$ cat src/rtl/decode_ctrl_stage.sv
`default_nettype none
// ============================================================================
// Module   : decode_ctrl_stage
// Brief    : Registered RV32IM control decoder with valid/ready handshake,
//            multi-cycle MUL/DIV occupancy, illegal-op flagging and flush.
// Revision : 1.0 - initial release
// ============================================================================
module decode_ctrl_stage #(
    parameter int unsigned MUL_LATENCY = 1,
    parameter int unsigned DIV_LATENCY = 4,
    parameter bit          ENABLE_M    = 1'b1
) (
    input  logic        clk,
    input  logic        rst_n,
    input  logic [31:0] instruction,
    input  logic        in_valid,
    output logic        in_ready,
    input  logic        flush,
    output logic        out_valid,
    input  logic        out_ready,
    output logic [5:0]  alu_signal,
    output logic        reg_file_write,
    output logic [2:0]  main_mem_write,
    output logic [3:0]  main_mem_read,
    output logic [3:0]  branch_control,
    output logic [3:0]  immediate_select,
    output logic        operand_1_select,
    output logic        operand_2_select,
    output logic [1:0]  reg_write_select,
    output logic        illegal
);

    localparam logic [6:0] c_opc_lui    = 7'b0110111;
    localparam logic [6:0] c_opc_auipc  = 7'b0010111;
    localparam logic [6:0] c_opc_jal    = 7'b1101111;
    localparam logic [6:0] c_opc_jalr   = 7'b1100111;
    localparam logic [6:0] c_opc_branch = 7'b1100011;
    localparam logic [6:0] c_opc_load   = 7'b0000011;
    localparam logic [6:0] c_opc_store  = 7'b0100011;
    localparam logic [6:0] c_opc_opimm  = 7'b0010011;
    localparam logic [6:0] c_opc_op     = 7'b0110011;

    localparam logic [1:0] c_st_empty = 2'd0;
    localparam logic [1:0] c_st_busy  = 2'd1;
    localparam logic [1:0] c_st_full  = 2'd2;

    localparam int unsigned c_max_lat = (MUL_LATENCY > DIV_LATENCY) ? MUL_LATENCY : DIV_LATENCY;
    localparam int unsigned c_cnt_w   = $clog2(c_max_lat + 1);
    localparam logic [c_cnt_w-1:0] c_mul_load = c_cnt_w'(MUL_LATENCY - 1);
    localparam logic [c_cnt_w-1:0] c_div_load = c_cnt_w'(DIV_LATENCY - 1);
    localparam logic [c_cnt_w-1:0] c_cnt_one  = c_cnt_w'(1);
    localparam int unsigned c_bw = 27;

    logic [6:0] w_opcode;
    logic [2:0] w_funct3;
    logic [6:0] w_funct7;
    logic       w_unused_fields;

    assign w_opcode        = instruction[6:0];
    assign w_funct3        = instruction[14:12];
    assign w_funct7        = instruction[31:25];
    assign w_unused_fields = ^{instruction[24:15], instruction[11:7]};

    logic w_lui, w_auipc, w_jal, w_jalr, w_branch, w_load, w_store, w_opimm, w_op;
    logic w_mext, w_alt, w_known, w_illegal, w_jump;

    assign w_lui    = (w_opcode == c_opc_lui);
    assign w_auipc  = (w_opcode == c_opc_auipc);
    assign w_jal    = (w_opcode == c_opc_jal);
    assign w_jalr   = (w_opcode == c_opc_jalr);
    assign w_branch = (w_opcode == c_opc_branch);
    assign w_load   = (w_opcode == c_opc_load);
    assign w_store  = (w_opcode == c_opc_store);
    assign w_opimm  = (w_opcode == c_opc_opimm);
    assign w_op     = (w_opcode == c_opc_op);
    assign w_mext   = w_op && (w_funct7 == 7'b0000001);
    assign w_alt    = (w_funct7 == 7'b0100000);
    assign w_jump   = w_jal || w_jalr;
    assign w_known  = w_lui || w_auipc || w_jump || w_branch || w_load
                   || w_store || w_opimm || w_op;
    assign w_illegal = !w_known || (w_mext && !ENABLE_M);

    logic [5:0] w_alu;
    logic [3:0] w_imm;
    logic       w_imm_unsigned;

    always_comb begin
        w_alu = 6'b000000;
        w_alu[2:0] = (w_auipc || w_jal || w_load || w_store || w_branch) ? 3'b000 : w_funct3;
        w_alu[3]   = w_mext || w_lui;
        w_alu[4]   = (w_op && w_alt && (w_funct3 == 3'b000))
                  || (w_op && w_alt && (w_funct3 == 3'b101))
                  || (w_opimm && w_alt && (w_funct3 == 3'b101))
                  || w_lui;
    end

    assign w_imm_unsigned = (w_load && ((w_funct3 == 3'b100) || (w_funct3 == 3'b101)))
                         || (w_opimm && (w_funct3 == 3'b011))
                         || (w_op && (w_funct7 == 7'b0000000) && (w_funct3 == 3'b011))
                         || (w_mext && ((w_funct3 == 3'b010) || (w_funct3 == 3'b011)
                                        || (w_funct3 == 3'b111)));

    always_comb begin
        w_imm = 4'b0000;
        if (w_opimm && (w_funct3[1:0] == 2'b01)) begin
            w_imm[2:0] = 3'b101;
        end else if (w_load || w_jalr || w_opimm) begin
            w_imm[2:0] = 3'b010;
        end else if (w_jal) begin
            w_imm[2:0] = 3'b001;
        end else if (w_branch) begin
            w_imm[2:0] = 3'b011;
        end else if (w_store) begin
            w_imm[2:0] = 3'b100;
        end else begin
            w_imm[2:0] = 3'b000;
        end
        w_imm[3] = w_imm_unsigned;
    end

    logic [c_bw-1:0] w_bundle;

    // Illegal ops are neutralised here so execute never sees a side effect.
    assign w_bundle = {
        w_alu,
        !(w_store || w_branch || w_illegal),
        w_store && !w_illegal, w_funct3[1:0],
        w_load && !w_illegal, w_funct3,
        (w_jump || w_branch) && !w_illegal, (w_jump ? 3'b010 : w_funct3),
        w_imm,
        w_auipc || w_jump,
        !w_op,
        w_auipc || w_jump, !w_load,
        w_illegal
    };

    logic [1:0]          r_state;
    logic [1:0]          w_next_state;
    logic [c_cnt_w-1:0]  r_cnt;
    logic [c_cnt_w-1:0]  w_next_cnt;
    logic [c_cnt_w-1:0]  w_lat_load;
    logic [c_bw-1:0]     r_bundle;
    logic                w_accept;
    logic                w_needs_busy;

    assign w_accept     = in_valid && in_ready && !flush;
    assign w_lat_load   = w_funct3[2] ? c_div_load : c_mul_load;
    assign w_needs_busy = w_mext && !w_illegal && (w_lat_load != '0);

    always_ff @(posedge clk or negedge rst_n) begin
        if (!rst_n) begin
            r_state <= c_st_empty;
            r_cnt   <= '0;
        end else begin
            r_state <= w_next_state;
            r_cnt   <= w_next_cnt;
        end
    end

    always_comb begin
        w_next_state = r_state;
        w_next_cnt   = r_cnt;
        if (flush) begin
            w_next_state = c_st_empty;
            w_next_cnt   = '0;
        end else begin
            case (r_state)
                c_st_empty, c_st_full: begin
                    if (w_accept) begin
                        if (w_needs_busy) begin
                            w_next_state = c_st_busy;
                            w_next_cnt   = w_lat_load;
                        end else begin
                            w_next_state = c_st_full;
                            w_next_cnt   = '0;
                        end
                    end else if ((r_state == c_st_full) && out_ready) begin
                        w_next_state = c_st_empty;
                    end
                end
                c_st_busy: begin
                    if (r_cnt <= c_cnt_one) begin
                        w_next_state = c_st_full;
                        w_next_cnt   = '0;
                    end else begin
                        w_next_cnt = r_cnt - c_cnt_one;
                    end
                end
                default: begin
                    w_next_state = c_st_empty;
                    w_next_cnt   = '0;
                end
            endcase
        end
    end

    always_comb begin
        in_ready  = 1'b0;
        out_valid = 1'b0;
        case (r_state)
            c_st_empty: in_ready = 1'b1;
            c_st_full: begin
                out_valid = 1'b1;
                in_ready  = out_ready;
            end
            default: begin
                in_ready  = 1'b0;
                out_valid = 1'b0;
            end
        endcase
    end

    // The bundle register only moves on an accepted, non-flushed transfer.
    always_ff @(posedge clk or negedge rst_n) begin
        if (!rst_n) begin
            r_bundle <= '0;
        end else if (w_accept) begin
            r_bundle <= w_bundle;
        end
    end

    assign {alu_signal, reg_file_write, main_mem_write, main_mem_read, branch_control,
            immediate_select, operand_1_select, operand_2_select, reg_write_select,
            illegal} = r_bundle;

endmodule
`default_nettype wire

$ cat config.mk
export PLATFORM = sky130hd
export DESIGN_NAME = decode_ctrl_stage
export DESIGN_NICKNAME = d
export VERILOG_FILES = /design/src/rtl/decode_ctrl_stage.sv
export SDC_FILE = /design/constraint.sdc
export NUM_CORES = 1
export LEC_CHECK = 0
export CORE_MARGIN = 2
export CORE_UTILIZATION = 35
export DETAILED_ROUTE_END_ITERATION = 8
export GPL_TIMING_DRIVEN = 1
export PLACE_DENSITY = 0.67
export RECOVER_POWER = 50
export SYNTH_ARGS = -nofsm -noshare
export SYNTH_HDL_FRONTEND = slang
export SYNTH_SLANG_ARGS = --single-unit
$ cat constraint.sdc
create_clock -name clk -period 2.1 [get_ports clk]
set_input_delay 0.21 -clock clk [delete_from_list [all_inputs] [get_ports clk]]
set_output_delay 0.21 -clock clk [all_outputs]
set_load 0.005 [all_outputs]
Yosys cells after proc, flatten, opt, wreduce, memory -nomap -nowiden
Cells that the tools add are included.
{"block": "totals", "reg_bits": 31, "elab_cells": 107}
{"block": "op_classes", "n_eq_ne": 22, "reduce_logical": 59, "n_mux": 21, "addsub": 1, "magnitude_cmp": 1}
{"op": "$mux 3", "count": 10}
{"op": "$eq 7x6->1 const B", "count": 4}
{"op": "$logic_or 1x1->1", "count": 28}
{"op": "$eq 7x7->1 const B", "count": 3}
{"op": "$logic_and 1x1->1", "count": 20}
{"op": "$eq 7x5->1 const B", "count": 2}
{"op": "$mux 2", "count": 7}
{"op": "$eq 3x3->1 const B", "count": 3}
{"op": "$eq 7x1->1 const B", "count": 1}
{"op": "$eq 7x2->1 const B", "count": 1}
{"op": "$logic_not 7->1", "count": 1}
{"op": "$eq 3x2->1 const B", "count": 2}
{"op": "$ne 3x3->1 const B", "count": 2}
{"op": "$pmux 3 s2", "count": 1}
{"op": "$logic_not 1->1", "count": 5}
{"op": "$eq 2x1->1 const B", "count": 2}
{"op": "$ne 4x4->1 const B", "count": 1}
{"op": "$pmux 2 s2", "count": 1}
{"op": "$le 3x1->1 const B", "count": 1}
{"op": "$logic_not 3->1", "count": 1}
{"op": "$reduce_bool 3->1", "count": 1}
{"op": "$sub 3x1->3 const B", "count": 1}
{"op": "$eq 2x2->1 const B", "count": 1}
{"op": "$logic_not 2->1", "count": 1}
{"op": "4 further kinds", "count": 4}

Logic depth before layout (Yosys ltp)
Gate-level depths: netlist of the first run.
{"block": "logic_depth", "depth_word": 14, "depth_mapped": 7}

Worst setup path before layout of the first run
OpenSTA, ideal clock, no wires.
{"block": "synth_path", "path_type": "register to register", "startpoint": "register r_cnt[1]", "endpoint": "register r_state[1]", "path_stages_with_launch": 7, "n_path_buf": 0, "setup_time_ns": 0.096, "slack_ns": 0.558, "arrival_time_ns": 1.447, "synth_period_minus_slack_ns": 1.542, "required_time_ns": 2.004, "cell_sequence": "dfrtp_1 -> inv_1 -> ha_1 -> o21ba_2 -> o21ai_0 -> a221oi_1 -> o31ai_1"}
{"block": "synth_via", "elab_chain_cells": 3}
{"item": "from (decl)", "line": "139", "text": "logic [c_cnt_w-1:0] r_cnt;"}
{"item": "from (signal assigned)", "line": "156", "text": "r_cnt <= w_next_cnt;"}
{"item": "$le 3x1->1", "line": "182", "text": "if (r_cnt <= c_cnt_one) begin"}
{"item": "$ne 3x3->1 (no line)"}
{"item": "$reduce_and 2->1 (no line)"}
{"item": "to (signal assigned)", "line": "152", "text": "r_state <= c_st_empty;"}
{"item": "to (signal assigned)", "line": "155", "text": "r_state <= w_next_state;"}
{"item": "to (decl)", "line": "137", "text": "logic [1:0] r_state;"}
No other way between the ends.
A chain may end at the register's enable or synchronous reset.

Worst setup path after layout of the first run
{"block": "layout_path", "startpoint": "register r_state[0]", "endpoint": "output port out_valid"}
{"block": "layout_via", "elab_chain_cells": 2}
{"item": "$eq 2x2->1", "line": "200", "text": "case (r_state)"}
{"item": "$mux 1", "line": "200"}
{"item": "to (decl)", "line": "19", "text": "output logic out_valid,"}
No other way between the ends.

==> results of run 1 <==
[timing repair]
action | 4_1_cts | 5_1_grt
gates resized for setup | 0 | 1
hold buffers | 0 | 0
endpoints found under the hold margin | 0 | 0
setup endpoints to repair | 0 | 1
[state kept, by name, indices dropped and copies added (netlist names)]
register / flops
r_bundle: 23
r_state: 2
r_cnt: 3
[cell families after synthesis]
group           count (synthesis)  share of synthesized area [%]
flops                          28                          43.01
compound gates                 44                          19.82
other cells                     1                         0.2302
simple gates                   80                          27.96
buf+inv                        20                          7.450
fa+ha+maj                       2                          1.536
[through the flow]
stage          power (uW)  util, %  hold WS, ns  instances  instance area [sq um]
6_report             1355    51.36       0.3777        279                   2267
4_1_cts              1379    51.36       0.3134        279                   2267
3_3_place_gp        946.5    49.74       0.4622        275                   2196
3_5_place_dp        952.2    49.74       0.4693        275                   2196
5_1_grt              1431    51.36       0.3974        279                   2267
2_1_floorplan       756.4        -     -0.08559        175                   1629
[worst max-delay path by stage]
| stage | from | endpoint | depth (start not counted) |
|---|---|---|---|
| 3_5_place_dp | out_ready | r_bundle[8]$_DFFE_PN0N_ | 6 |
| 3_3_place_gp | out_ready | r_bundle[1]$_DFFE_PN0N_ | 6 |
| 4_1_cts | r_cnt[1]$_DFFE_PN0P_ | r_state[1]$_DFFE_PN0P_ | 6 |
| 2_1_floorplan | r_cnt[1]$_DFFE_PN0P_ | r_state[1]$_DFFE_PN0P_ | 6 |
| 6_report | r_state[0]$_DFFE_PN0P_ | out_valid | 2 |
| 5_1_grt | r_cnt[1]$_DFFE_PN0P_ | r_state[1]$_DFFE_PN0P_ | 6 |
[power by group through the flow]
stage          Clock (uW)  Combinational, uW  Sequential, uW
3_3_place_gp            0                321             625
4_1_cts               437                327             615
6_report              426                316             614
3_5_place_dp            0                326             626
2_1_floorplan           0                131             626
5_1_grt               461                348             622
[synthesized netlist by cell type, types with 2 or more instances]
library cell | count | share of area (%)
a211oi_1 | 2 | 0.92
a21o_1 | 3 | 1.4
a21oi_1 | 9 | 2.8
a22o_1 | 5 | 2.7
a31oi_1 | 2 | 0.77
and2_1 | 3 | 1.2
and2b_1 | 2 | 0.92
buf_2 | 3 | 0.92
buf_4 | 5 | 2.3
buf_6 | 3 | 2.1
clkbuf_1 | 2 | 0.46
dfrtp_1 | 28 | 43
ha_1 | 2 | 1.5
inv_1 | 6 | 1.4
nand2_1 | 24 | 5.5
nand2b_1 | 4 | 1.5
nand3_1 | 4 | 1.2
nand4_1 | 2 | 0.77
nor2_1 | 18 | 4.1
nor2b_1 | 5 | 1.9
nor3_1 | 4 | 1.2
o21ai_0 | 6 | 1.8
o22a_1 | 2 | 1.1
o31ai_1 | 3 | 1.4
o31ai_2 | 3 | 2.3
or3_1 | 2 | 0.77
[worst max-delay path, delay by kind of cell, from the launching register on]
kind	cells	cell delay, ns
buffers and inverters	1	0.52
DFF	1	0.51
and+or+nand+nor	1	0.20
[layout make-up]
cell class | count | area (sq um) | area share, %
clock buffers | 3 | 41.29 | 1.821
clock inverters | 1 | 30.03 | 1.325
inverters | 6 | 22.52 | 0.9934
multi-input cells | 127 | 807.0 | 35.60
flip-flops and latches | 28 | 700.7 | 30.91
well taps | 52 | 65.06 | 2.870
repair buffers | 62 | 600.6 | 26.49
[routing by layer]
| metal | vias to the layer above | share of wire [%] | GRT usage, % | wire [microns] |
|---|---|---|---|---|
| li1 | 716 | - | - | - |
| met1 | 673 | 50 | 23.42 | 1906 |
| met2 | 34 | 46 | 23.65 | 1724 |
| met3 | 4 | 2.9 | 1.250 | 109 |
| met4 | 0 | 1.3 | 5.241 | 48 |
| met5 | - | 0 | 0 | 0 |
==> impl_metrics.tcl, run 1 <==
set metrics [dict create \
    slowest_delay_ns 0.52 \
    die_x_microns 72.23 \
    power.switching_uw 325.6 \
    dieArea_sq_um 5216 \
    ant_nets 0 \
    viasPerCell 5.115 \
    p_comb_share_pct 23.3 \
    r2r_start "r_state[0]$_DFFE_PN0P_" \
    clockRootBuffer "clkbuf_8" \
    fin_crit_sh_pct 81.54 \
    dp_hpwl_microns 2923 \
    power.share.clock_pct 31.4 \
    grtUsageTotal_pct 15.59 \
    numPortBuffers 49 \
    slew_viol_final 0 \
    synth_ff_type "dfrtp_1" \
    grt_max_degree 29 \
    final_cell_mix "clkdlybuf4s50_1, dfrtp_1, nand2_1, nor2_1, dlygate4sd3_1" \
    setup_viol_count_final 0 \
    grt_pass1_wl_microns 6499 \
    r2r-end "r_bundle[8]$_DFFE_PN0N_" \
    synth_edf_count 0 \
    die_h_microns 72.23 \
    clk_path_buf_depth 2 \
    n_antenna_cell 0 \
    antenna_found_initial 0 \
    period_minus_slack_ns 1.712 \
    synth.avg_cell_area_sq_um 9.309 \
    vdd_drop_max_v 0.0002812 \
    wl_per_cell_microns 13.58 \
    yosysWarnings 0 \
    clkSlewWorstSetupHoldPaths_ns 0.10 \
    p_seq_share_pct 45.3 \
    drive_gt1_share_pct 12.78 \
    outcome "finished, final reports clean" \
    synth_seq_cells 28 \
    seq_area_frac_synth_pct 43.01 \
    startpoint_type "flop" \
    crit_type "reg -> out" \
    finClkSkew_ns 0.001792 \
    hp-class "in -> async" \
    hold_viol 0 \
    cts_htree_levels 1 \
    rsz0062_at_grt "no" \
    setup_slack_ns 0.3876 \
    drv_cap 0 \
    insertion_delay_ns 0.27 \
    dr.pass1.iters 4 \
    postSynthCellCount 175 \
    num_vias 1427 \
    r2r_slack_ns 0.41 \
    crit_slowest_cell "clkdlybuf4s50_1" \
    synth_area_sq_um 1629 \
    fmax_ghz 0.5840 \
    crit_path_end_kind "primary output" \
    layout.nets 267 \
    critPathMaxFanout 10 \
    crit_required_ns 1.89 \
    syn2layout_area_growth_pct 39.17 \
    numCtsBuffers 3 \
    fillers 433 \
    fp.coreArea_sq_um 4414 \
    p_leak_uw 0.0009967 \
    drt_iter0_markers 82 \
    post-cts-setup-buffer-count 0 \
    rows 24 \
    arrival_ns 1.50 \
    crit_chain "nor2b_1 > clkdlybuf4s50_1" \
    cts_sinks 28 \
    gp_congestion 0.7632 \
    drcViolationCount 0 \
    io_pins 66 \
    power_density_nw_per_um2 597.8 \
    start_util_pct 36.90 \
    setup-tns-final_ns 0 \
    switching_share_pct 24.02 \
    cts_tree "done" \
    overflow 0 \
    synth_nets 214 \
    postSynth.asyncResetShare_pct 100.0 \
    p_int_uw 1030 \
    layout_commonest_cell "clkdlybuf4s50_1" \
    place_worst_setup_slack_ns 0.1603 \
    synthDistinctLibCells 49 \
    grt_pass1_vias 1370 \
    ff2ff_path_depth 4 \
    wl_microns 3788 \
]
No activity file was read; power rests on OpenSTA's default activity.
==> inputs of run 2 (changes only) <==
- clock period: 2.1 -> 1.6 ns (I/O delays scaled with it)
==> run 2 against run 1 <==
Effect of this change: non-clock buffer count increased by 26; largest cell class unchanged; critical path depth increased by 2; die area unchanged; critical path type is now reg -> reg; sequential cell count unchanged; power increased by 34%; critical endpoint is now r_bundle[20]$_DFFE_PN0N_; routed wire length increased by 8.1%.
==> impl_metrics.tcl, run 2 (synthesis gave the netlist of run 1 again) <==
set metrics [dict create \
    fillers 422 \
    crit_buf_inv 1 \
    p_leak_uw 0.001127 \
    die_h_microns 72.23 \
    slew_viol_final 0 \
    outcome "finished, final reports clean" \
    setup_viol_count_final 0 \
    crit_type "reg -> reg" \
    crit_path_end_kind "flop" \
    slowest_delay_ns 0.56 \
    hp-class "in -> async" \
    startpoint_type "flop" \
    crit_family "simple AND/OR/NAND/NOR gates" \
    critPathMaxFanout 10 \
    r2r_start "r_state[0]$_DFFE_PN0P_" \
    grt_util_met1_pct 23.88 \
    insertion_delay_ns 0.27 \
    clk_path_buf_depth 2 \
    dieArea_sq_um 5216 \
    numCtsBuffers 3 \
    cts_htree_levels 1 \
    p_total_uw 1810 \
    grtUsageTotal_pct 16.83 \
    dp_hpwl_microns 3246 \
    clockRootBuffer "clkbuf_8" \
    final_cell_mix "buf_4, clkdlybuf4s50_1, dfrtp_1, nand2_1, nor2_1" \
    drcViolationCount 0 \
    drt_iter0_markers 78 \
    layout_commonest_cell "buf_4" \
    power_density_nw_per_um2 733.2 \
    crit_slowest_cell "or4_4" \
    worst_pin_slew_ns 0.7117 \
    n_antenna_cell 0 \
    fin_crit_sh_pct 96.21 \
    gr-max-usage-layer "met2" \
    hold_viol 0 \
    largest_register_ffs 23 \
    grt_pass1_vias 1554 \
    ant_nets 0 \
    die_x_microns 72.23 \
    drive_gt1_share_pct 22.53 \
    fp.coreArea_sq_um 4414 \
    wl_microns 4095 \
    crit_path_start "r_state[0]$_DFFE_PN0P_" \
    dr.pass1.iters 4 \
    met2_usage_pct 26.71 \
    drv_cap 0 \
    grt_pass1_wl_microns 7038 \
    io_pins 66 \
    rows 24 \
    place_worst_setup_slack_ns -0.2206 \
    cts_sinks 28 \
    cts_tree "done" \
    fmax_ghz 0.6496 \
    start_util_pct 36.90 \
    overflow 0 \
    crit_chain "or4_4 > buf_4 > a21oi_1 > a32o_1" \
    maxSlewHeadroom_pct 52.55 \
    grt_use_met3_pct 1.944 \
    wl_per_cell_microns 13.43 \
    layout.nets 293 \
    reg_top3 "r_bundle x23, r_cnt x3, r_state x2" \
    clkSlewWorstSetupHoldPaths_ns 0.10 \
    arrival_ns 1.76 \
    vdd_drop_max_v 0.0004310 \
    crit_required_ns 1.82 \
    antenna_found_initial 0 \
    setup_slack_ns 0.06057 \
    gp_congestion 0.8544 \
    numPortBuffers 49 \
    regMostFlops "r_bundle" \
    num_vias 1498 \
    period_minus_slack_ns 1.539 \
    syn2layout_area_growth_pct 51.54 \
    grt_max_degree 29 \
    fin_util_pct 55.92 \
    viasPerCell 4.911 \
    finClkSkew_ns 0.005889 \
]
run 2: final timing paths:
| path | end | slack [ns] | depth (start not counted) |
|---|---|---|---|
| setup / recovery | r_bundle[20]$_DFFE_PN0N_ | 0.06 | 4 |
| hold / removal | r_bundle[6]$_DFFE_PN0N_ | 0.45 | 2 |
| setup reg to reg | r_bundle[20]$_DFFE_PN0N_ | 0.06 | 4 |
| hold reg to reg | r_bundle[15]$_DFFE_PN0N_ | 0.49 | 1 |
| max in group asynchronous | r_state[0]$_DFFE_PN0P_ | 0.65 | 2 |
| min in group clk | r_bundle[15]$_DFFE_PN0N_ | 0.49 | 1 |
run 2: layer usage:
metal / part of all wire (%) / vias to the layer above
met5: 0 / -
met4: 1.3 / 0
met3: 2.8 / 4
met2: 48 / 31
met1: 48 / 686
li1: - / 777
run 2: layout make-up:
type                    instances  area [sq um]  area share [%]
multi-input cells             127         813.3           32.94
clock buffers                   3         41.29           1.673
clock inverters                 1         30.03           1.216
repair buffers                 88         794.5           32.18
well taps                      52         65.06           2.636
inverters                       6         22.52          0.9123
flip-flops and latches         28         701.9           28.43
run 2: stage by stage:
step           std cells   TNS (ns)  hold WS (ns)  area [sq um]
5_1_grt              305  -0.005243        0.5067          2469
3_3_place_gp         298     -3.668        0.4733          2369
2_1_floorplan        175          0       -0.1356          1629
3_5_place_dp         298     -4.018        0.4710          2369
6_report             305          0        0.4500          2469
4_1_cts              303          0        0.2640          2446
run 2: timing repair:
| item | in CTS | in global routing |
|---|---|---|
| gates resized for setup | 2 | 5 |
| endpoints found under the setup margin | 3 | 7 |
| hold buffers | 0 | 0 |
| pin swaps | 0 | 0 |
| buffers inserted | 1 | 2 |
run 2: report_power, final:
| part | total (uW) | switching (uW) | internal [uW] | leakage [uW] |
|---|---|---|---|---|
| sequential | 801 | 33.3 | 768 | 0.000354 |
| clock | 566 | 231 | 335 | 0.0000357 |
| combinational | 443 | 175 | 268 | 0.000738 |
==> inputs of run 3 (changes only) <==
- CELL_PAD_IN_SITES_DETAIL_PLACEMENT: not set -> 0
- CELL_PAD_IN_SITES_GLOBAL_PLACEMENT: not set -> 1
- CORE_UTILIZATION: 35 -> 31
- PLACE_DENSITY: 0.67 -> not set
- PLACE_DENSITY_LB_ADDON: not set -> 0.1
==> run 3 against run 2 <==
Effect of this change: fmax fell by 0.88%; power fell by 7.4%; die area rose by 12%; clock skew fell by 0.0035 ns; sequential share of layout area fell by 0.094 points; sequential power barely moved; sequential cell count did not move; clock power fell by 24%; highest routed layer unchanged.
==> impl_metrics.tcl, run 3 (synthesis gave the netlist of run 1 again) <==
set metrics [dict create \
    reg_top3 "r_bundle x23, r_cnt x3, r_state x2" \
    crit_chain "buf_4 > nor4_4 > buf_4 > o31ai_2 > o22a_1" \
    fmax_ghz 0.6438 \
    crit_type "reg -> reg" \
    finClkSkew_ns 0.002349 \
    place_worst_setup_slack_ns -0.2144 \
    dp_hpwl_microns 3336 \
    drcViolationCount 0 \
    n_antenna_cell 0 \
    p_leak_uw 0.001107 \
    period_minus_slack_ns 1.553 \
    gp_congestion 0.8167 \
    syn2layout_area_growth_pct 51.77 \
    crit_slowest_cell "dfrtp_1" \
    antenna_found_initial 0 \
    ant_nets 0 \
    clk_path_buf_depth 2 \
    drt_iter0_markers 66 \
    worst_pin_slew_ns 0.7142 \
    outcome "finished, final reports clean" \
    setup_slack_ns 0.04684 \
    crit_path_end_kind "flop" \
    hp-class "in -> async" \
    arrival_ns 1.71 \
    numCtsBuffers 3 \
    stdcell_count 320 \
    drv_cap 0 \
    regMostFlops "r_bundle" \
    layout.nets 290 \
    slew_viol_final 0 \
    dr.pass1.iters 4 \
    critPathMaxFanout 8 \
    start_util_pct 32.10 \
    num_vias 1515 \
    power_density_nw_per_um2 677.7 \
    setup-tns-final_ns 0 \
    crit_required_ns 1.76 \
    setup_viol_count_final 0 \
    numPortBuffers 49 \
    cts_htree_levels 1 \
    io_pins 66 \
    fp.coreArea_sq_um 5075 \
    rows 26 \
    cts_sinks 28 \
    grtUsageTotal_pct 15.28 \
    wl_per_cell_microns 13.15 \
    clkSlewWorstSetupHoldPaths_ns 0.09 \
    dieArea_sq_um 5851 \
    layout_commonest_cell "buf_4" \
    largest_register_ffs 23 \
    cp_common_cell "buf_4" \
    die_h_microns 76.49 \
    place_inst 312 \
    fillers 517 \
    grt_max_degree 29 \
    vdd_drop_max_v 0.0003233 \
    overflow 0 \
    crit_family "flip-flops" \
    drive_gt1_share_pct 22.80 \
    grt_pass1_vias 1551 \
    cts_tree "done" \
    final_cell_mix "buf_4, clkdlybuf4s50_1, dfrtp_1, nand2_1, nor2_1" \
    insertion_delay_ns 0.27 \
    hold_viol 0 \
    grt_pass1_wl_microns 7348 \
    slowest_delay_ns 0.41 \
    wl_microns 4208 \
    die_x_microns 76.49 \
    clockRootBuffer "clkbuf_8" \
    maxSlewHeadroom_pct 52.39 \
    crit_buf_inv 2 \
    fin_crit_sh_pct 97.07 \
    cts_hold_buf 0 \
    viasPerCell 4.734 \
    startpoint_type "flop" \
]
[run 3: final timing paths]
kind,start,end,slack (ns),depth (start not counted)
min in group clk,r_bundle[15]$_DFFE_PN0N_,r_bundle[15]$_DFFE_PN0N_,0.48,1
worst min-delay path,rst_n,r_bundle[1]$_DFFE_PN0N_,0.47,2
worst max register to register,r_state[0]$_DFFE_PN0P_,r_bundle[5]$_DFFE_PN0N_,0.05,5
max in group asynchronous,rst_n,r_bundle[3]$_DFFE_PN0N_,0.68,2
worst max-delay path,r_state[0]$_DFFE_PN0P_,r_bundle[5]$_DFFE_PN0N_,0.05,5
worst min register to register,r_bundle[15]$_DFFE_PN0N_,r_bundle[15]$_DFFE_PN0N_,0.48,1
[run 3: layout make-up]
type                            count  area [sq um]  area share (%)
Clock buffer                        4         55.05           2.227
Inverter                            6         22.52          0.9109
Multi-Input combinational cell    127         838.3           33.91
Sequential cell                    28         700.7           28.34
Tap cell                           70         87.58           3.543
Timing Repair Buffer               85         768.2           31.07
[run 3: what timing repair did]
action | CTS | global route
pin swaps | 0 | 1
setup buffers | 1 | 3
resized for setup | 4 | 7
cloned | 0 | 0
setup endpoints to repair | 7 | 4
[run 3: power by group]
group | switching [uW] | internal [uW] | total (uW)
Combinational | 178 | 265 | 443
Sequential | 34.3 | 768 | 802
Clock | 211 | 220 | 430
[run 3: routing by layer]
metal / share of wire [%] / track usage (%) / vias up
met3: 4.3 / 2.251 / 2
met4: 0.55 / 4.000 / 0
li1: - / - / 763
met5: 0 / 0 / -
met2: 45 / 23.98 / 43
met1: 50 / 22.07 / 707
[run 3: stage by stage]
step | cell area, sq um | hold slack (ns) | util [%] | power, uW
after detailed placement | 2361 | 0.4701 | 46.52 | 1277
after global placement | 2361 | 0.4607 | 46.52 | 1267
final | 2472 | 0.4678 | 48.72 | 1676
after global routing | 2472 | 0.5147 | 48.72 | 1769
after floorplan | 1629 | -0.1356 | - | 992.7
after CTS | 2425 | 0.2753 | 47.78 | 1718
